<file path="config.mk">
export PLATFORM = sky130hd
export DESIGN_NAME = mem_arbiter
export DESIGN_NICKNAME = d
export VERILOG_FILES = /design/src/rtl/mem_arbiter.sv
export SDC_FILE = /design/constraint.sdc
export NUM_CORES = 1
export LEC_CHECK = 0
export BUFFER_PORTS_ARGS = -buffer_cell sky130_fd_sc_hd__clkbuf_2
export CAP_MARGIN = 20
export CORE_ASPECT_RATIO = 1.1
export CORE_MARGIN = 2
export CORE_UTILIZATION = 30
export DETAILED_ROUTE_END_ITERATION = 8
export MAX_ROUTING_LAYER = met4
export SLEW_MARGIN = 40
export SYNTH_ARGS = -nofsm -noshare
export SYNTH_HDL_FRONTEND = slang
export SYNTH_SLANG_ARGS = --single-unit
</file>
<file path="constraint.sdc">
create_clock -name g_clk -period 4.9 [get_ports g_clk]
set_input_delay 0.49 -clock g_clk [delete_from_list [all_inputs] [get_ports g_clk]]
set_output_delay 0.49 -clock g_clk [all_outputs]
set_load 0.02 [all_outputs]
</file>
<file path="src/rtl/mem_arbiter.sv">
// Two-port arbiter in front of a single-port RAM: instruction fetch (I) and data (D).
// Each access takes three cycles: grant in IDLE, strobe the RAM in ACC, pulse odv in RESP.
// Round-robin on ties, starting with D after reset.
module mem_arbiter #(
  parameter int unsigned a_width = 8,
  parameter int unsigned d_width = 16
) (
  input  logic               g_clk,
  input  logic               g_clr,
  input  logic               i_req,
  input  logic [a_width-1:0] i_addr,
  output logic [d_width-1:0] i_data,
  output logic               i_odv,
  input  logic               d_req,
  input  logic               d_we,
  input  logic [a_width-1:0] d_addr,
  input  logic [d_width-1:0] d_wdata,
  output logic [d_width-1:0] d_rdata,
  output logic               d_odv,
  output logic [a_width-1:0] mem_addr,
  output logic               mem_rd,
  output logic               mem_wr,
  output logic [d_width-1:0] mem_wdata,
  input  logic [d_width-1:0] mem_rdata,
  output logic               busy
);

  typedef enum logic [1:0] {
    IDLE = 2'd0,
    ACC  = 2'd1,
    RESP = 2'd2
  } state_t;

  state_t             r_state;
  logic               r_gnt_d;
  logic               r_last_d;
  logic               r_we;
  logic [d_width-1:0] r_i_data;
  logic [d_width-1:0] r_d_rdata;
  logic               r_i_odv;
  logic               r_d_odv;
  logic [a_width-1:0] r_mem_addr;
  logic               r_mem_rd;
  logic               r_mem_wr;
  logic [d_width-1:0] r_mem_wdata;
  logic               r_busy;

  logic               w_any;
  logic               w_pick_d;
  logic               w_d_wr;

  // Grant decision: a lone request wins, a tie goes to the port not served last
  always_comb begin
    w_any    = i_req | d_req;
    w_pick_d = d_req & (~i_req | ~r_last_d);
    w_d_wr   = w_pick_d & d_we;
  end

  // Arbiter FSM; RAM strobes are loaded on entry to ACC so they are high exactly in ACC
  always_ff @(posedge g_clk or posedge g_clr) begin
    if (g_clr) begin
      r_state     <= IDLE;
      r_gnt_d     <= 1'b0;
      r_last_d    <= 1'b0;
      r_we        <= 1'b0;
      r_i_data    <= '0;
      r_d_rdata   <= '0;
      r_i_odv     <= 1'b0;
      r_d_odv     <= 1'b0;
      r_mem_addr  <= '0;
      r_mem_rd    <= 1'b0;
      r_mem_wr    <= 1'b0;
      r_mem_wdata <= '0;
      r_busy      <= 1'b0;
    end else begin
      r_i_odv <= 1'b0;
      r_d_odv <= 1'b0;
      case (r_state)
        IDLE: begin
          if (w_any) begin
            r_state     <= ACC;
            r_busy      <= 1'b1;
            r_gnt_d     <= w_pick_d;
            r_last_d    <= w_pick_d;
            r_we        <= w_d_wr;
            r_mem_addr  <= w_pick_d ? d_addr : i_addr;
            r_mem_rd    <= ~w_d_wr;
            r_mem_wr    <= w_d_wr;
            r_mem_wdata <= w_d_wr ? d_wdata : '0;
          end
        end
        ACC: begin
          r_state     <= RESP;
          r_mem_addr  <= '0;
          r_mem_rd    <= 1'b0;
          r_mem_wr    <= 1'b0;
          r_mem_wdata <= '0;
          if (!r_we) begin
            if (r_gnt_d) r_d_rdata <= mem_rdata;
            else         r_i_data  <= mem_rdata;
          end
          if (r_gnt_d) r_d_odv <= 1'b1;
          else         r_i_odv <= 1'b1;
        end
        RESP: begin
          r_state <= IDLE;
          r_busy  <= 1'b0;
        end
        default: begin
          r_state <= IDLE;
          r_busy  <= 1'b0;
        end
      endcase
    end
  end

  // Output mapping
  always_comb begin
    i_data    = r_i_data;
    i_odv     = r_i_odv;
    d_rdata   = r_d_rdata;
    d_odv     = r_d_odv;
    mem_addr  = r_mem_addr;
    mem_rd    = r_mem_rd;
    mem_wr    = r_mem_wr;
    mem_wdata = r_mem_wdata;
    busy      = r_busy;
  end

endmodule

</file>
# After elaboration in Yosys (flattened, before gate mapping)
# Index checks and enable logic that the tools add are counted.
# word_totals
elab_cells,48
regBits,65
# classes
n_reduce_logical,7
n_mux,18
n_eq_ne,2
n_bitwise,9
# op_table
operator,n
$mux 16,2
$pmux 16 s2,1
$mux 8,2
$pmux 8 s2,1
$mux 1,7
$pmux 1 s2,3
$reduce_and 2->1,3
$reduce_and 3->1,2
$not 1->1,5
$pmux 2 s2,1
$and 1x1->1,2
$eq 2x1->1 const B,1
$logic_not 2->1,1
$mux 2,1
$ne 2x2->1 const B,1
$or 1x1->1,2
$reduce_bool 2->1,1

# Longest topological paths before layout
# depth
depth_word,7
depth_mapped,5
depth_no_buf,3

# Least setup slack after synthesis
# Ideal clock, no wire load.
# synth_timing
path_type,reg2reg
start,register r_state[1]
end,register r_i_data[0] (netlist: i_data[0])
path_buffers,1
synth_period_minus_slack_ns,1.509
setup_ns,0.125
required_time_ns,4.775
arrival_time_ns,1.384
stages_incl_launch_ff,5
slack_ns,3.391
cell_sequence,dfrtp_1 > nand2b_1 > nor3_4 > buf_4 > mux2_2
# synth_via
elab_chain_cells,2
# synth_rtl
element,line,source
from (decl),34,state_t r_state;
from (signal assigned),62,r_state <= IDLE;
from (signal assigned),81,r_state <= ACC;
from (signal assigned),93,r_state <= RESP;
$eq 2x1->1,78,case (r_state)
$reduce_and 3->1 (no source line),-,
to (signal assigned),100,else r_i_data <= mem_rdata;
to (decl),38,logic [d_width-1:0] r_i_data;
# No other way between the ends.
# A chain may end at the register's enable or synchronous reset.

# Worst setup path in the final report
# layout_timing
start,register r_state[1]
end,register r_mem_wdata[12] (netlist: mem_wdata[12])
# layout_via
elab_chain_cells,3
word_cells_on_any_way,6
cone_classes,eq/ne (2); mux (1); reduce/logical (3)
# layout_rtl
element,line,source
$eq 2x1->1 / $logic_not 2->1 (equally long branches),78,
$reduce_bool 2->1 (no source line) / $ne 2x2->1 (equally long branches),-,
$reduce_and 2->1 (no source line),-,
to (signal assigned),89,r_mem_wdata <= w_d_wr ? d_wdata : '0;
to (decl),45,logic [d_width-1:0] r_mem_wdata;
# Parallel ways exist; a longest one is shown, timed or not.

==> results.md <==
Outcome:
- The flow ran to the end, and the final reports show no timing, DRC or antenna violations.

Floorplanning:
- The area of the die is 9250 um^2.
- The floorplan step set the die height to 101 um.
- The floorplan has 35 rows.
- The die is 91.9 um wide.
- The core box area is 8320 um^2.
- Pin placement for this block handled 114 I/O pins.
- The starting utilization of the core area is 30.6%.

Power and ir drop:
- The switching power share of the total is 39.2%.
- The analysis attributes to cell leakage a power of 1.78 nW.
- In this run the power spent charging and discharging nets is 0.891 mW.
- The total power per unit cell area is 678 nW/um^2.
- The clock network accounts for 16.8% of the total power.
- The internal portion of the total power is 1.38 mW.
- The worst-case IR drop observed on VDD is 0.233 mV.
- Of the total power, registers draw 39.6%.
- The share of total power dissipated in combinational logic is 43.5%.

Timing:
- For the finished layout, the period the worst path requires is 2.01 ns.
- Setup repair after global routing left no endpoint under its margin.
- For the final database, setup skew stands at 0.00951 ns.
- In this run the tightest slew margin relative to its limit is 51.2%.
- Summed over all failing endpoints, the final setup total negative slack is 0 ns.
- Of the available clock period, the critical path in the final layout requires 41.0%.
- The count of final setup violators is 0.
- At the pin with the least slew margin, the transition time is 0.732 ns.
- The final-report hold violation count is 0.
- The achievable frequency is 498 MHz.
- The final-report max-slew violation count is 0.

Clock tree:
- The total setup buffers inserted after CTS is 0.
- The count of hold buffers inserted by post-cts repair is 0.
- The H-tree was split into 3 levels.
- Clock tree synthesis found a total of 65 sinks.
- After clock tree synthesis, the clock-pin slew on the worst setup and hold paths is 0.07 ns.
- The CTS tree is yes.
- The root buffer cell is sky130_fd_sc_hd__clkbuf_8.
- The number of buffers between clock root and the deepest sink is 2.
- TritonCTS created 9 clock buffers.
- Gates resized during post-CTS repair numbered 0.
- The clock reaches the later pin of the worst-skew pair after 0.33 ns.

Setup path:
- The arrival time at the worst endpoint is 2.27 ns.
- The worst reg2reg path depth is 3.
- The startpoint kind of the worst setup timing path is a flop.
- Walking the worst path, the cells encountered are nor2_1 -> and3_1 -> a22o_1.
- The slowest stage of the critical path is the sky130_fd_sc_hd__and3_1 cell.
- The end of the worst register-to-register path is mem_wdata[12].
- The critical path in this run is classified as flop to flop.
- The slack of the worst reg-to-reg path is 2.89 ns.
- STA classifies the critical path endpoint as a flop.
- Along the worst path, the maximum fanout reaches 18.
- The critical path data required time is 5.17 ns.
- The reg-to-reg critical path startpoint is r_state[1].
- The worst stage delay on the critical path is 0.75 ns.

Placed design:
- The detailed-placement wirelength estimate is 3.81 mm.
- Port buffering added 113 buffers.
- Routability-driven placement finished with a final weighted congestion of 0.658.

Synthesis:
- The flop and latch count out of synthesis is 65.
- After synthesis, the largest area contributor takes up 63.9% of total cell area.
- In the synthesized netlist the dominant register cell turns out to be sky130_fd_sc_hd__dfrtp_1.
- The fraction of registers with async set or reset after synthesis is 100%.
- The most area-hungry cell type in the Yosys netlist is sky130_fd_sc_hd__dfrtp_1.
- By instance count, the leading cell after synthesis is sky130_fd_sc_hd__dfrtp_1.
- The post-synthesis area per instance is 15.7 um^2.
- The fraction of the yosys area taken by sequential cells is 63.9%.
- The commonest cells after synthesis are sky130_fd_sc_hd__dfrtp_1 (65), sky130_fd_sc_hd__mux2_2 (22), sky130_fd_sc_hd__a22o_1 (17), sky130_fd_sc_hd__mux2_4 (10), sky130_fd_sc_hd__and3_1 (9).
- Yosys attributes the largest share of cell area to sky130_fd_sc_hd__dfrtp_1 (64%), sky130_fd_sc_hd__mux2_2 (9.7%), sky130_fd_sc_hd__mux2_4 (5.9%).
- The total number of yosys warnings is 0.
- The post-synth net total is 215.
- The number of enable-type register cells in the synthesized netlist is 0.
- In this run, distinct cell masters in the synthesized netlist total 27.
- In this run the cell area of the synthesized design comes to 2550 um^2.
- The gate count after technology mapping is 162.

GRT:
- The number of global-route vias before repair came to 1810.
- Across every metal layer, demand over resource in global routing totals 13.0%.
- The first global-routing pass estimated 9.05 mm of wire.
- The initial antenna violation count came to 0.
- The global route total overflow is 0.
- Entering global routing, the biggest net connects 66 pins.

Cells and area:
- The final layout contains 332 nets.
- The utilization of the core after routing is 40.3%.
- The number of antenna diodes in the final layout is 0.
- The fraction of layout cells with a size suffix above 1 is 59.4%.
- Relative to the synthesized area, the layout overhead comes to 31.7%.
- The register area is 1630 um^2.
- The filler cells instantiated in the layout total 818.
- Summing all multi-input logic gate instances after layout gives 826 um^2.

Detailed routing:
- After detailed routing, the number of vias per cell comes to 4.60.
- The number of detailed-route iterations in the first pass is 4.
- The number of DRC markers in iteration 0 is 53.
- The total wire length is 5.52 mm.
- In the final routed layout, each cell accounts on average for 14.0 um.
- The total number of vias is 1811.
- In the routed design, unresolved DRC markers number 0.
- The remaining antenna violation count is 0.

Run:
- The number of maximum-capacitance constraint violations is 0.

Hold path:
- The worst hold path belongs to the class input port to asynchronous set/reset pin.
## power groups by stage
stage               logic, mW  clock network (mW)  registers, mW
floorplan               0.450                   0           1.16
global placement        0.984                   0          0.909
detailed placement       1.00                   0          0.909
CTS                      1.00               0.407          0.904
global route             1.07               0.426          0.938
finish                  0.991               0.383          0.902
## metrics by stage
stage	std cells	hold slack [ns]	instance area (um^2)	setup slack, ns	power, mW
floorplan	162	0.492	2550	2.78	1.61
global placement	378	0.464	3180	2.90	1.89
detailed placement	378	0.470	3180	2.87	1.91
CTS	393	0.351	3340	2.86	2.31
global route	394	0.341	3360	2.64	2.43
finish	394	0.272	3360	2.89	2.28
## registers in the layout, summed over array words and instances, names as in the netlist
register,flops
i_data,16
r_state,2
d_rdata,16
busy,1
r_we,1
mem_wr,1
mem_wdata,16
i_odv,1
mem_addr,8
mem_rd,1
r_last_d,1
d_odv,1
## cell type report
type	instances	share of cell area (%)
Multi-Input combinational cell	84	24.6
Sequential cell	65	48.5
Clock inverter	4	0.597
Inverter	4	0.447
Clock buffer	11	4.21
Tap cell	111	4.14
Timing Repair Buffer	115	17.5
## cells in the final DEF, fill, tap and decap left out
master / n
sky130_fd_sc_hd__mux2_4: 10
sky130_fd_sc_hd__nand2b_1: 1
sky130_fd_sc_hd__o2bb2ai_1: 1
sky130_fd_sc_hd__o21ai_0: 2
sky130_fd_sc_hd__or3b_2: 1
sky130_fd_sc_hd__mux2_2: 22
sky130_fd_sc_hd__nor2_4: 1
sky130_fd_sc_hd__clkbuf_8: 10
sky130_fd_sc_hd__and2b_1: 1
sky130_fd_sc_hd__a21o_1: 2
sky130_fd_sc_hd__nor2b_4: 1
sky130_fd_sc_hd__a221o_1: 8
sky130_fd_sc_hd__nor2_1: 2
sky130_fd_sc_hd__a22o_1: 17
sky130_fd_sc_hd__nor3_1: 1
sky130_fd_sc_hd__clkbuf_1: 1
sky130_fd_sc_hd__or2_2: 1
sky130_fd_sc_hd__inv_1: 3
sky130_fd_sc_hd__a21boi_2: 1
sky130_fd_sc_hd__clkinv_2: 4
sky130_fd_sc_hd__and3b_1: 1
sky130_fd_sc_hd__dfrtp_1: 65
sky130_fd_sc_hd__clkbuf_2: 113
sky130_fd_sc_hd__and3_1: 9
sky130_fd_sc_hd__and2_1: 1
sky130_fd_sc_hd__nor3_4: 1
sky130_fd_sc_hd__buf_6: 2
sky130_fd_sc_hd__inv_2: 1
## cell families (layout without fill, tap and decap cells)
group,Yosys count,count (layout),share of synthesized area (%)
compound gates,31,31,10.8
buf+inv,13,134,3.73
flops,65,65,63.9
mux,32,32,15.6
simple gates,21,21,6.04
## metal layers
metal  track usage [%]  part of all wire [%]  vias to the layer above
met5                 -                     0                        -
met1              16.5                    45                      897
li1                  -                     -                      825
met3              3.22                   6.5                       13
met4              6.43                   2.5                        0
met2              19.4                    46                       76
## worst max-delay path by stage
stage	start	to	slack (ns)
floorplan	g_clr	busy	2.78
global placement	d_req	mem_wdata[12]	2.90
detailed placement	d_req	mem_wdata[4]	2.87
CTS	r_state[0]	mem_wdata[12]	2.86
global route	r_state[0]	mem_wdata[10]	2.64
finish	r_state[1]	mem_wdata[12]	2.89
## worst max-delay path, delay by kind of cell, from the launching register on
family | cells | cell delay, ns
AND/OR/NAND/NOR | 2 | 1.29
flip-flops | 1 | 0.42
AO/OA/AOI/OAI | 1 | 0.23
(Power assumes the default switching activity.)
